`src/rtl/u14_pkg.sv`:
```
`default_nettype none
// ============================================================================
//  Module   : u14_pkg
//  Brief    : Opcodes, FSM/ALU/addressing enums and instruction decode for u14.
//  Revision : 1.0
// ============================================================================
package u14_pkg;

    localparam logic [7:0] OP_JMP_ABS = 8'h4C;
    localparam logic [7:0] OP_CLC     = 8'h18;
    localparam logic [7:0] OP_SEC     = 8'h38;
    localparam logic [7:0] OP_NOP     = 8'hEA;
    localparam logic [7:0] OP_BCC     = 8'h90;
    localparam logic [7:0] OP_BCS     = 8'hB0;
    localparam logic [7:0] OP_BNE     = 8'hD0;
    localparam logic [7:0] OP_BEQ     = 8'hF0;

    typedef enum logic [1:0] {
        FETCH  = 2'd0,
        DECODE = 2'd1,
        ABS_HI = 2'd2,
        EXEC   = 2'd3
    } state_t;

    typedef enum logic [2:0] {
        ALU_ADD  = 3'd0,
        ALU_SUB  = 3'd1,
        ALU_AND  = 3'd2,
        ALU_OR   = 3'd3,
        ALU_XOR  = 3'd4,
        ALU_PASS = 3'd5
    } alu_op_t;

    typedef enum logic [2:0] {
        MODE_IMP = 3'd0,
        MODE_IMM = 3'd1,
        MODE_ZP  = 3'd2,
        MODE_ABS = 3'd3,
        MODE_REL = 3'd4
    } mode_t;

    typedef struct packed {
        mode_t   mode;
        alu_op_t alu;
        logic    wr_a;
        logic    is_store;
        logic    is_jmp;
        logic    br_on_z;
        logic    br_val;
        logic    set_c;
        logic    clr_c;
    } dec_t;

    function automatic dec_t decode(input logic [7:0] op);
        dec_t d;
        d      = '0;
        d.mode = MODE_IMP;
        d.alu  = ALU_PASS;
        // Memory-op group: low five bits select the mode, top three the operation.
        if (op[4:0] == 5'h09 || op[4:0] == 5'h05 || op[4:0] == 5'h0D) begin
            d.wr_a = 1'b1;
            case (op[7:5])
                3'b000:  d.alu = ALU_OR;
                3'b001:  d.alu = ALU_AND;
                3'b010:  d.alu = ALU_XOR;
                3'b011:  d.alu = ALU_ADD;
                3'b101:  d.alu = ALU_PASS;
                3'b111:  d.alu = ALU_SUB;
                3'b100: begin
                    d.wr_a     = 1'b0;
                    d.is_store = (op[4:0] != 5'h09);
                end
                default: d.wr_a = 1'b0;
            endcase
            if (d.wr_a || d.is_store) begin
                case (op[4:0])
                    5'h09:   d.mode = MODE_IMM;
                    5'h05:   d.mode = MODE_ZP;
                    default: d.mode = MODE_ABS;
                endcase
            end
        end else begin
            case (op)
                OP_JMP_ABS: begin
                    d.mode   = MODE_ABS;
                    d.is_jmp = 1'b1;
                end
                OP_BCC, OP_BCS, OP_BNE, OP_BEQ: begin
                    d.mode    = MODE_REL;
                    d.br_on_z = op[6];
                    d.br_val  = op[5];
                end
                OP_CLC:  d.clr_c = 1'b1;
                OP_SEC:  d.set_c = 1'b1;
                default: d.mode  = MODE_IMP;
            endcase
        end
        return d;
    endfunction

endpackage
`default_nettype wire

```
`src/rtl/u14_if.sv`:
```
`default_nettype none
// ============================================================================
//  Module   : u14_if
//  Brief    : Single-master memory bus between the u14 core and the system.
//  Revision : 1.0
// ============================================================================
interface u14_if #(
    parameter int ADDR_W = 16
);
    logic              rdy;
    logic [7:0]        data_in;
    logic [7:0]        data_out;
    logic [ADDR_W-1:0] addr;
    logic              we;
    logic              sync;

    modport master (
        input  rdy,
        input  data_in,
        output data_out,
        output addr,
        output we,
        output sync
    );

    modport slave (
        output rdy,
        output data_in,
        input  data_out,
        input  addr,
        input  we,
        input  sync
    );
endinterface
`default_nettype wire

```
`src/rtl/u14_alu.sv`:
```
`default_nettype none
// ============================================================================
//  Module   : u14_alu
//  Brief    : Combinational 8-bit ALU; SUB is A + ~B + cin (cin=1 means no borrow).
//  Revision : 1.0
// ============================================================================
module u14_alu
    import u14_pkg::*;
(
    input  alu_op_t    i_op,
    input  logic [7:0] i_a,
    input  logic [7:0] i_b,
    input  logic       i_cin,
    output logic [7:0] o_res,
    output logic       o_cout
);
    logic [7:0] w_b;
    logic [8:0] w_sum;

    always_comb begin
        w_b    = (i_op == ALU_SUB) ? ~i_b : i_b;
        w_sum  = {1'b0, i_a} + {1'b0, w_b} + {8'd0, i_cin};
        o_res  = i_b;
        o_cout = i_cin;
        case (i_op)
            ALU_ADD, ALU_SUB: begin
                o_res  = w_sum[7:0];
                o_cout = w_sum[8];
            end
            ALU_AND:  o_res = i_a & i_b;
            ALU_OR:   o_res = i_a | i_b;
            ALU_XOR:  o_res = i_a ^ i_b;
            default:  o_res = i_b;
        endcase
    end
endmodule
`default_nettype wire

```
`src/rtl/u14_cpu.sv`:
```
`default_nettype none
// ============================================================================
//  Module   : u14_cpu
//  Brief    : Multi-cycle 8-bit accumulator CPU, 6502-style encodings, rdy stall.
//  Revision : 1.0
// ============================================================================
module u14_cpu
    import u14_pkg::*;
#(
    parameter int          ADDR_W  = 16,
    parameter logic [15:0] RST_VEC = 16'hFFF0
)(
    input  wire        clk,
    input  wire        rst,
    u14_if.master      bus,
    output logic [7:0] a_out,
    output logic [2:0] flags
);
    localparam logic [ADDR_W-1:0] c_rst = RST_VEC[ADDR_W-1:0];
    localparam logic [ADDR_W-1:0] c_one = {{(ADDR_W-1){1'b0}}, 1'b1};

    state_t            r_state, w_state_nxt;
    logic [ADDR_W-1:0] r_pc, w_pc_nxt;
    logic [ADDR_W-1:0] r_addr, w_addr_nxt;
    logic [7:0]        r_ir, w_ir_nxt;
    logic [7:0]        r_lo, w_lo_nxt;
    logic [7:0]        r_a, w_a_nxt;
    logic              r_n, w_n_nxt;
    logic              r_z, w_z_nxt;
    logic              r_c, w_c_nxt;
    logic              r_we, w_we_nxt;

    dec_t              w_dec;
    logic              w_exec;
    logic              w_taken;
    logic [7:0]        w_alu_res;
    logic              w_alu_cout;
    logic [ADDR_W-1:0] w_pc_inc;
    logic [ADDR_W-1:0] w_off;
    logic [ADDR_W-1:0] w_zp;
    logic [15:0]       w_abs16;
    logic [ADDR_W-1:0] w_abs;

    assign w_dec    = decode(r_ir);
    assign w_pc_inc = r_pc + c_one;
    assign w_off    = {{(ADDR_W-8){bus.data_in[7]}}, bus.data_in};
    assign w_zp     = {{(ADDR_W-8){1'b0}}, bus.data_in};
    assign w_abs16  = {bus.data_in, r_lo};
    assign w_abs    = w_abs16[ADDR_W-1:0];
    assign w_taken  = w_dec.br_on_z ? (r_z == w_dec.br_val) : (r_c == w_dec.br_val);

    // The operand for both immediate and memory forms is whatever is on data_in.
    u14_alu u_alu (
        .i_op   (w_dec.alu),
        .i_a    (r_a),
        .i_b    (bus.data_in),
        .i_cin  (r_c),
        .o_res  (w_alu_res),
        .o_cout (w_alu_cout)
    );

    always_ff @(posedge clk) begin
        if (rst) begin
            r_state <= FETCH;
            r_pc    <= c_rst;
            r_addr  <= c_rst;
            r_ir    <= 8'h00;
            r_lo    <= 8'h00;
            r_a     <= 8'h00;
            r_n     <= 1'b0;
            r_z     <= 1'b0;
            r_c     <= 1'b0;
            r_we    <= 1'b0;
        end else if (bus.rdy) begin
            r_state <= w_state_nxt;
            r_pc    <= w_pc_nxt;
            r_addr  <= w_addr_nxt;
            r_ir    <= w_ir_nxt;
            r_lo    <= w_lo_nxt;
            r_a     <= w_a_nxt;
            r_n     <= w_n_nxt;
            r_z     <= w_z_nxt;
            r_c     <= w_c_nxt;
            r_we    <= w_we_nxt;
        end
    end

    always_comb begin
        w_state_nxt = r_state;
        w_pc_nxt    = r_pc;
        w_addr_nxt  = r_addr;
        w_ir_nxt    = r_ir;
        w_lo_nxt    = r_lo;
        w_a_nxt     = r_a;
        w_n_nxt     = r_n;
        w_z_nxt     = r_z;
        w_c_nxt     = r_c;
        w_we_nxt    = r_we;
        w_exec      = 1'b0;
        case (r_state)
            FETCH: begin
                w_ir_nxt    = bus.data_in;
                w_pc_nxt    = w_pc_inc;
                w_addr_nxt  = w_pc_inc;
                w_state_nxt = DECODE;
            end
            DECODE: begin
                w_state_nxt = FETCH;
                case (w_dec.mode)
                    MODE_IMM: begin
                        w_exec     = w_dec.wr_a;
                        w_pc_nxt   = w_pc_inc;
                        w_addr_nxt = w_pc_inc;
                    end
                    MODE_ZP: begin
                        w_addr_nxt  = w_zp;
                        w_pc_nxt    = w_pc_inc;
                        w_we_nxt    = w_dec.is_store;
                        w_state_nxt = EXEC;
                    end
                    MODE_ABS: begin
                        w_lo_nxt    = bus.data_in;
                        w_pc_nxt    = w_pc_inc;
                        w_addr_nxt  = w_pc_inc;
                        w_state_nxt = ABS_HI;
                    end
                    MODE_REL: begin
                        w_pc_nxt   = w_taken ? (w_pc_inc + w_off) : w_pc_inc;
                        w_addr_nxt = w_pc_nxt;
                    end
                    default: begin
                        if (w_dec.set_c) w_c_nxt = 1'b1;
                        if (w_dec.clr_c) w_c_nxt = 1'b0;
                    end
                endcase
            end
            ABS_HI: begin
                if (w_dec.is_jmp) begin
                    w_pc_nxt    = w_abs;
                    w_addr_nxt  = w_abs;
                    w_state_nxt = FETCH;
                end else begin
                    w_addr_nxt  = w_abs;
                    w_pc_nxt    = w_pc_inc;
                    w_we_nxt    = w_dec.is_store;
                    w_state_nxt = EXEC;
                end
            end
            default: begin
                w_exec      = w_dec.wr_a;
                w_we_nxt    = 1'b0;
                w_addr_nxt  = r_pc;
                w_state_nxt = FETCH;
            end
        endcase
        if (w_exec) begin
            w_a_nxt = w_alu_res;
            w_c_nxt = w_alu_cout;
            w_z_nxt = (w_alu_res == 8'h00);
            w_n_nxt = w_alu_res[7];
        end
    end

    assign bus.addr     = r_addr;
    assign bus.we       = r_we;
    assign bus.data_out = r_a;
    assign bus.sync     = (r_state == FETCH);
    assign a_out        = r_a;
    assign flags        = {r_n, r_z, r_c};
endmodule
`default_nettype wire

```
`src/flat_wrapper.sv`:
```
// flat-port wrapper written by rule: the top's interface ports become plain ports
module u14_cpu_flat import u14_pkg::*;
#(
    parameter int          ADDR_W  = 16,
    parameter logic [15:0] RST_VEC = 16'hFFF0
)
  (clk, rst, a_out, flags, bus_rdy, bus_data_in, bus_data_out, bus_addr, bus_we, bus_sync);
  u14_if #(.ADDR_W(ADDR_W)) bus_i ();
  input  wire clk;
  input  wire rst;
  output logic [7:0] a_out;
  output logic [2:0] flags;
  input wire logic [$bits(bus_i.rdy)-1:0] bus_rdy;
  input wire logic [$bits(bus_i.data_in)-1:0] bus_data_in;
  output wire logic [$bits(bus_i.data_out)-1:0] bus_data_out;
  output wire logic [$bits(bus_i.addr)-1:0] bus_addr;
  output wire logic [$bits(bus_i.we)-1:0] bus_we;
  output wire logic [$bits(bus_i.sync)-1:0] bus_sync;
  assign bus_i.rdy = bus_rdy;
  assign bus_i.data_in = bus_data_in;
  assign bus_data_out = bus_i.data_out;
  assign bus_addr = bus_i.addr;
  assign bus_we = bus_i.we;
  assign bus_sync = bus_i.sync;
  u14_cpu #(.ADDR_W(ADDR_W), .RST_VEC(RST_VEC)) u_core (.clk(clk), .rst(rst), .bus(bus_i), .a_out(a_out), .flags(flags));
endmodule
```
`config.mk`:
```
export PLATFORM = sky130hd
export DESIGN_NAME = u14_cpu_flat
export DESIGN_NICKNAME = d
export VERILOG_FILES = /design/src/rtl/u14_pkg.sv /design/src/rtl/u14_if.sv /design/src/rtl/u14_alu.sv /design/src/rtl/u14_cpu.sv /design/src/flat_wrapper.sv
export SDC_FILE = /design/constraint.sdc
export NUM_CORES = 1
export LEC_CHECK = 0
export ABC_CLOCK_PERIOD_IN_PS = 4650
export CORE_UTILIZATION = 50
export DETAILED_ROUTE_END_ITERATION = 12
export MAX_ROUTING_LAYER = met4
export PLACE_DENSITY = 0.73
export SYNTH_ARGS = -nofsm -noshare
export SYNTH_HDL_FRONTEND = slang
export SYNTH_SLANG_ARGS = --single-unit
```
`constraint.sdc`:
```
create_clock -name clk -period 4.65 [get_ports clk]
set_input_delay 0.93 -clock clk [delete_from_list [all_inputs] [get_ports clk]]
set_output_delay 0.93 -clock clk [all_outputs]
set_load 0.01 [all_outputs]
```
### After elaboration in Yosys (flattened, before gate mapping)

Cells that the tools add are included.

* input port bits: 11
* register bits after elaboration: 62

* bitwise gates (word level): 5
* $add $sub $neg: 4
* muxes and demuxes: 38
* reductions and logical operators: 24
* equality and inequality tests: 35

Operators by type and width (count)
* $pmux 16 s3: 3
* $eq 8x8->1 const B: 4
* $mux 16: 2
* $pmux 16 s2: 1
* $pmux 8 s4: 1
* $eq 3x2->1 const B: 6
* $mux 1: 17
* $add 16x1->16 const B: 1
* $add 16x16->16: 1
* $eq 3x3->1 const B: 5
* $pmux 3 s5: 1
* $eq 5x4->1 const B: 2
* $mux 5: 2
* $add 8x8->9: 1
* $add 9x1->9: 1
* $eq 3x1->1 const B: 3
* $and 8x8->8: 1
* $eq 8x5->1 const B: 1
* $eq 8x6->1 const B: 1
* $eq 8x7->1 const B: 1
* $logic_not 8->1: 1
* $mux 8: 1
* $not 8->8: 1
* $or 8x8->8: 1
* 31 further kinds: 47

### Longest topological paths before layout

Gate-level depths: netlist (run 1).

* word-level depth: 12
* gate-level depth with buffers: 16
* gate-level depth less buffers: 16

### Cells and area by module

Synthesis (run 1) repeated with hierarchy kept, for this count alone.

* cell total of the unflattened synthesis: 786
* area total of the unflattened synthesis: 5880.6 sq um

By module, submodules not included
* u14_cpu: area each 4820.9 sq um, times used 1, cells an instance 633
* u14_alu: area each 1059.8 sq um, times used 1, cells an instance 153

### Worst setup path before layout (run 1)

No wires, ideal clock.

* path type: register to register
* from: register u_core.r_ir[0]
* to: register u_core.r_z
* data required time: 4566 ps
* buffers on the path: 0
* period minus slack after synthesis: 3481 ps
* cell stages (with the launch flop): 16
* setup time: 84 ps
* setup slack: 1169 ps
* data arrival time: 3397 ps
* cell sequence: dfxtp_1 nor3b_4 o21ai_2 nor2_1 nand2_1 xnor2_1 fa_1 inv_1 fa_1 a21o_1 a21oi_1 xnor2_1 a31oi_1 a21oi_1 or4_1 o31ai_2

* word-level cells in the longest chain between the ends: 10

Ends and longest elaborated chain
* start: declaration: RTL line u14_cpu.sv:25 `logic [7:0] r_ir, w_ir_nxt;`
* start signal: assignment: RTL line u14_cpu.sv:78 `r_ir <= w_ir_nxt;`
* $eq 5x4->1, or another cell as far along: RTL line u14_pkg.sv:60, u14_pkg.sv:76
* $logic_or 1x1->1 or $mux 1 (tied branches): RTL line u14_pkg.sv:60, u14_pkg.sv:62
* $logic_or 1x1->1 or $mux 1 (tied branches): RTL line u14_pkg.sv:60 `if (op[4:0] == 5'h09 || op[4:0] == 5'h05 || op[4:0] == 5'h0D) begin`
* $mux 5 or $logic_or 1x1->1 (tied branches): RTL line u14_pkg.sv:60, u14_pkg.sv:75
* $eq 3x1->1 or $mux 2 (tied branches): RTL line u14_alu.sv:21, u14_alu.sv:25, u14_pkg.sv:75
* $mux 8 or $mux 3 (tied branches): RTL line u14_alu.sv:21, u14_pkg.sv:60
* $add 8x8->9 or $eq 3x1->1 (tied branches): RTL line u14_alu.sv:22, u14_cpu.sv:109
* $add 9x1->9 or $mux 1 (tied branches): RTL line u14_alu.sv:22, u14_cpu.sv:109
* $pmux 8 s4 or $pmux 1 s2 (tied branches): RTL line u14_alu.sv:25, u14_cpu.sv:100
* $logic_not 8->1 or $reduce_and 2->1 (tied branches)
* end signal: assignment: RTL line u14_cpu.sv:82 `r_z <= w_z_nxt;`
* end: declaration: RTL line u14_cpu.sv:29 `logic r_z, w_z_nxt;`

Parallel ways exist; a longest one is shown, timed or not. The select of a mux whose other input is x is not followed.
A chain may end at the register's enable or synchronous reset.

### Worst setup path after layout (run 1)

* from: register u_core.r_pc[0]
* to: register u_core.r_addr[15], in the netlist u_core.bus.addr[15]

* word-level cells in the longest chain between the ends: 5

Ends and longest elaborated chain
* start: declaration: RTL line u14_cpu.sv:23 `logic [ADDR_W-1:0] r_pc, w_pc_nxt;`
* start signal: assignment: RTL line u14_cpu.sv:65 `r_pc <= c_rst;`
* start signal: assignment: RTL line u14_cpu.sv:76 `r_pc <= w_pc_nxt;`
* $add 16x1->16 (*): RTL line u14_cpu.sv:45 `assign w_pc_inc = r_pc + c_one;`
* $add 16x16->16: RTL line u14_cpu.sv:128 `w_pc_nxt = w_taken ? (w_pc_inc + w_off) : w_pc_inc;`
* $mux 16: RTL line u14_cpu.sv:128
* $pmux 16 s3: RTL line u14_cpu.sv:109 `case (w_dec.mode)`
* $pmux 16 s3 (*): RTL line u14_cpu.sv:100 `case (r_state)`
* end signal: assignment: RTL line u14_cpu.sv:66 `r_addr <= c_rst;`
* end signal: assignment: RTL line u14_cpu.sv:77 `r_addr <= w_addr_nxt;`
* end: declaration: RTL line u14_cpu.sv:24 `logic [ADDR_W-1:0] r_addr, w_addr_nxt;`

Every way passes the cells marked *; elsewhere a longest branch is shown, timed or not.

==> results of run 1 <==
final cells by class:
type | instances | area [um2]
fill | 1026 | 4520
clock buffer | 10 | 229
inverter | 40 | 150
tap | 140 | 175
timing repair buffer | 64 | 593
multi-input combinational | 584 | 3980
clock inverter | 6 | 63.8
sequential | 61 | 1220
kinds of logic (layout without fill, tap and decap cells):
| logic type | Yosys count | after routing |
|---|---|---|
| AO/OA/AOI/OAI | 244 | 244 |
| AND/OR/NAND/NOR | 239 | 239 |
| buffers and inverters | 102 | 120 |
| flip-flops | 61 | 61 |
| adder cells (fa/ha/maj) | 46 | 46 |
| XOR/XNOR | 35 | 35 |
| multiplexers | 20 | 20 |
layer usage:
metal / vias up / GRT usage (%)
met2: 327 / 50.3
met4: 0 / 17.2
met1: 2873 / 45.1
met3: 76 / 6.15
li1: 2761 / -
met5: - / -
path summary, 6_finish.rpt:
kind	cells past startpoint	end	slack (ns)
min reg2reg	2	u_core.bus.addr[1]	0.46
max reg2reg	13	u_core.bus.addr[15]	0.50
max	13	u_core.bus.addr[15]	0.50
min	2	u_core.bus.addr[1]	0.46
where the power goes:
group          leakage [nW]  internal, W  switching, W  total [W]
Clock                 0.138     0.000414      0.000272   0.000686
Combinational          1.85     0.000174      0.000271   0.000446
Sequential            0.498     0.000549     0.0000319   0.000581
Total                  2.49      0.00114      0.000575    0.00171
worst min-delay path, stage by stage (launching register included):
cell and delay, ns:
dfxtp_1 0.31, nand2_1 0.05, a21oi_1 0.05
per-stage QoR:
| stage | hold slack [ns] | instance area, um2 |
|---|---|---|
| floorplan | 0.474 | 5670 |
| global placement | 0.445 | 6120 |
| detailed placement | 0.454 | 6120 |
| CTS | 0.463 | 6410 |
| global route | 0.496 | 6410 |
| finish | 0.456 | 6410 |
flip-flops by register name, summed over array words and instances (netlist names):
register,flops
u_core.a_out,7
u_core.r_lo,8
u_core.r_ir,8
u_core.r_c,1
u_core.bus.we,1
u_core.r_n,1
u_core.bus.addr,16
u_core.r_pc,16
u_core.r_z,1
u_core.r_state,2
placed cells by master, fill, tap and decap left out, drive strengths merged, types with 8 or more instances in the layout:
master	count
xnor2	24
nor3	18
nor2	75
xor2	11
ha	43
buf	18
mux2i	18
o21ai	50
inv	40
or3	8
nand2	56
a221oi	14
clkbuf	10
a21o	10
a31oi	8
dfxtp	61
a222oi	8
a21oi	69
nand3	25
clkdlybuf4s50	46
==> flow_summary.json, run 1 <==
{
  "status": "completed",
  "cts_buffer_depth": 2,
  "async_flop_share_pct": 0,
  "htree_levels": 3,
  "synth_ff_type": "dfxtp_1",
  "drc": 0,
  "cp_slowest_stage_delay_ns": 0.60,
  "grt_first_pass_wirelength_um": 30100,
  "synth.most_common_cell": "nor2_1",
  "yosysTopAreaCell": "dfxtp_1",
  "slowest_stage": "a311oi_1",
  "die_area_um2": 11800,
  "root_buffer": "clkbuf_16",
  "cts_resized": 0,
  "first_pass_iters": 5,
  "synthAdderAreaFrac_pct": 10.6,
  "maxCapViolations": 0,
  "drive_gt1_share_pct": 6.93,
  "worst_pin_slew_ns": 1.05,
  "final-max-slew-violation-count": 0,
  "synthMuxAreaShare_pct": 3.58,
  "slew_headroom_pct": 29.8,
  "critPathBufInv": 1,
  "post-route-util_pct": 58.6,
  "synth_cells": 747,
  "grt-ovfl-total": 0,
  "place_ws_ns": 0.491,
  "syn_area_um2": 5670,
  "critPathLaunch": "u_core.r_pc[0]",
  "r2r_start": "u_core.r_pc[0]",
  "port-buffer-count": 47,
  "critPathKind": "reg -> reg",
  "cts_hold_buf": 0,
  "critPathLaunchType": "flip-flop",
  "synth_seq_cells": 61,
  "die_w_um": 108,
  "numClockSinks": 61,
  "endpoint_kind": "flip-flop",
  "syn_avg_cell_area_um2": 7.59,
  "clk_pin_slew_worst_paths_ns": 0.06,
  "wirelength_um": 19100,
  "cts_tree": "done",
  "ir_drop_uv": 161,
  "n_antenna_cell": 0,
  "numCtsBuffers": 9,
  "period_minus_slack_ns": 4.15,
  "synthSimpleGateAreaFrac_pct": 21.3,
  "drt_iter0_markers": 715,
  "postRouteAntennaNets": 0,
  "rsz0062_at_grt": "false",
  "setup_ws_ns": 0.501,
  "grt_use_total_pct": 34.3,
  "power.density_nw_per_um2": 267,
  "vias_per_cell": 6.67,
  "start_util_pct": 51.8,
  "routed-wl-met3_um": 1680,
  "dr_wl_met2_um": 8450,
  "clk_latency_ns": 0.34,
  "gp_congestion": 0.948,
  "hold_viol": 0,
  "area_growth_pct": 13.1,
  "path_max_fanout": 9,
  "required_ns": 4.87,
  "synthTopCellsByCount": "nor2_1, a21oi_1, dfxtp_1",
  "grt_pass1_vias": 5682,
  "path_common_cell": "ha_1",
  "wl_per_cell_um": 21.1,
  "seq_area_frac_synth_pct": 21.5,
  "hp-start": "u_core.bus.addr[1]",
  "vias": 6037,
  "instances_no_fill": 905,
  "row_count": 38,
  "fin_skew_ns": 0.00881,
  "place_inst": 889,
  "final_net_count": 817,
  "syn_nets": 804,
  "highest_layer": "met4",
  "hpwlAfterDp_um": 13500,
  "p_leak_nw": 2.49,
  "antenna_found_initial": 0,
  "fin_setup_tns_ns": 0,
  "max_freq_mhz": 241,
  "grt_max_degree": 44,
  "synth_area_leaders": "dfxtp_1, ha_1, a21oi_1, nor2_1, o21ai_0",
  "ys_types": 81,
  "cp.arrival_ns": 4.37,
  "holdCritPathClass": "reg -> reg",
  "synth_compound_area_share_pct": 29.2,
  "met1Wirelength_um": 8140,
  "cp_cell_sequence": "ha_1, inv_1, nor2_1, xnor2_1, ha_1, a211oi_1, a22oi_1, a21boi_0, a311oi_1, o21ai_0, a31oi_1, nand3_1, o31a_1",
  "p_total_w": 0.00171,
  "synth_top_area_share_pct": 21.5,
  "period_share_pct": 89.2,
  "post-cts-setup-buffer-count": 0,
  "core-area_um2": 10900,
  "synth_xor_area_share_pct": 5.54,
  "ys_warn_count": 0,
  "io_pins": 48,
  "synth_edf_count": 0,
  "die_h_um": 108,
  "critical-path-top-delay-family": "compound AO/OA/AOI/OAI gates",
  "setup_viol": 0,
  "synth_top_family_by_area": "compound AO/OA/AOI/OAI gates"
}
Note: power is estimated with default switching activity, not from simulation.
==> run 2: changes to the inputs <==
- CORE_MARGIN: unset -> 2
==> flow_summary.json, run 2 (synthesis results as in run 1) <==
{
  "status": "completed",
  "critPathLaunch": "u_core.r_pc[1]",
  "worstReg2RegEnd": "u_core.bus.addr[15]",
  "clk_latency_ns": 0.34,
  "drive_gt1_share_pct": 8.02,
  "vias_per_cell": 6.53,
  "r2r_slack_ns": 0.70,
  "post-cts-setup-buffer-count": 0,
  "core-area_um2": 10900,
  "p_total_w": 0.00178,
  "grt_pass1_vias": 5627,
  "r2r_cells": 13,
  "endpoint": "u_core.bus.addr[15]",
  "die_area_um2": 12200,
  "start_util_pct": 51.8,
  "grt_use_total_pct": 31.0,
  "swShare_pct": 32.5,
  "power.switching_w": 0.000577,
  "first_pass_iters": 6,
  "mostFrequentLayoutCells": "nor2_1, a21oi_1, dfxtp_1",
  "cts_resized": 0,
  "ir_drop_uv": 184,
  "num-fill-cells": 1021,
  "root_buffer": "clkbuf_16",
  "cts_buffer_depth": 2,
  "period_minus_slack_ns": 3.95,
  "grt-ovfl-total": 0,
  "endpoint_kind": "flip-flop",
  "die_w_um": 110,
  "clkPwrFrac_pct": 42.1,
  "layout_commonest_cell": "nor2_1",
  "worst_pin_slew_ns": 1.08,
  "cts_tree": "done",
  "hpwlAfterDp_um": 13700,
  "holdCritPathClass": "reg -> reg",
  "max_freq_mhz": 253,
  "hold_viol": 0,
  "critPathLaunchType": "flip-flop",
  "gp_congestion": 0.980,
  "power.density_nw_per_um2": 273,
  "p_comb_share_pct": 25.2,
  "critPathKind": "reg -> reg",
  "wirelength_um": 18900,
  "seq_power_share_pct": 32.6,
  "fin_setup_tns_ns": 0,
  "grt_max_degree": 48,
  "required_ns": 4.88,
  "maxCapViolations": 0,
  "htree_levels": 3,
  "area_growth_pct": 14.7,
  "setup_viol": 0,
  "n_antenna_cell": 0,
  "vias": 5966,
  "grt_first_pass_wirelength_um": 30000,
  "r2r_start": "u_core.r_pc[1]",
  "fin_skew_ns": 0.00663,
  "postRouteAntennaNets": 0,
  "port-buffer-count": 47,
  "drc": 0,
  "cts_hold_buf": 0,
  "numClockSinks": 61,
  "clk_pin_slew_worst_paths_ns": 0.06,
  "rsz0062_at_grt": "false",
  "final_net_count": 825,
  "final-max-slew-violation-count": 0,
  "antenna_found_initial": 0,
  "path_max_fanout": 6,
  "wl_per_cell_um": 20.7,
  "row_count": 38,
  "io_pins": 48,
  "drt_iter0_markers": 608,
  "slew_headroom_pct": 27.7,
  "period_share_pct": 85.0,
  "p_int_w": 0.00120,
  "cp.arrival_ns": 4.18,
  "die_h_um": 110,
  "numCtsBuffers": 9,
  "p_leak_nw": 2.54
}
==> run 2: cell type report <==
| cell class | count | area (um2) | area share (%) |
|---|---|---|---|
| Clock buffer | 9 | 225 | 3.46 |
| Clock inverter | 7 | 97.6 | 1.50 |
| Inverter | 40 | 150 | 2.31 |
| Multi-Input combinational cell | 584 | 3980 | 61.2 |
| Sequential cell | 61 | 1220 | 18.8 |
| Tap cell | 140 | 175 | 2.69 |
| Timing Repair Buffer | 72 | 653 | 10.0 |
==> run 2: worst max-delay path, cell delays in order (launching register included) <==
cell	delay [ns]
dfxtp_1	0.46
ha_1	0.28
inv_1	0.09
nor2_1	0.37
xnor2_1	0.28
ha_1	0.34
a211oi_1	0.28
a22oi_1	0.10
a21boi_0	0.22
a311oi_1	0.57
o21ai_0	0.20
a31oi_1	0.19
nand3_1	0.14
o31a_1	0.32
==> run 2: worst min path at each step <==
stage / slack, ns / startpoint / cells after the start / end
after floorplan: 0.47 / u_core.r_state[1] / 2 / u_core.r_state[1]
after global placement: 0.44 / u_core.bus.addr[1] / 2 / u_core.bus.addr[1]
after detailed placement: 0.45 / u_core.bus.addr[1] / 2 / u_core.bus.addr[1]
after CTS: 0.46 / u_core.bus.addr[1] / 2 / u_core.bus.addr[1]
after global routing: 0.50 / u_core.bus.addr[5] / 2 / u_core.bus.addr[5]
final: 0.46 / u_core.bus.addr[1] / 2 / u_core.bus.addr[1]
==> run 2: stage by stage <==
stage | hold slack [ns] | setup WS, ns | cell area (um2) | cells | utilization, %
floorplan | 0.474 | 1.17 | 5670 | 747 | -
global placement | 0.442 | 0.620 | 6180 | 897 | 56.5
detailed placement | 0.451 | 0.517 | 6180 | 897 | 56.5
CTS | 0.461 | 0.775 | 6500 | 913 | 59.5
global route | 0.500 | 0.426 | 6500 | 913 | 59.5
finish | 0.462 | 0.697 | 6500 | 913 | 59.5
==> run 2: per-layer routing <==
metal | wire length (um) | GRT usage (%) | up-vias
li1 | - | - | 2782
met1 | 8220 | 41.0 | 2799
met2 | 8110 | 44.9 | 315
met3 | 1670 | 6.09 | 70
met4 | 864 | 15.8 | 0
met5 | 0 | - | -
==> run 2: power by group through the flow <==
stage	Sequential (W)	Combinational, W	Clock (W)
finish	0.000579	0.000448	0.000748
global route	0.000583	0.000485	0.000783
CTS	0.000578	0.000438	0.000754
detailed placement	0.000589	0.000434	0
global placement	0.000588	0.000426	0
floorplan	0.000583	0.000300	0
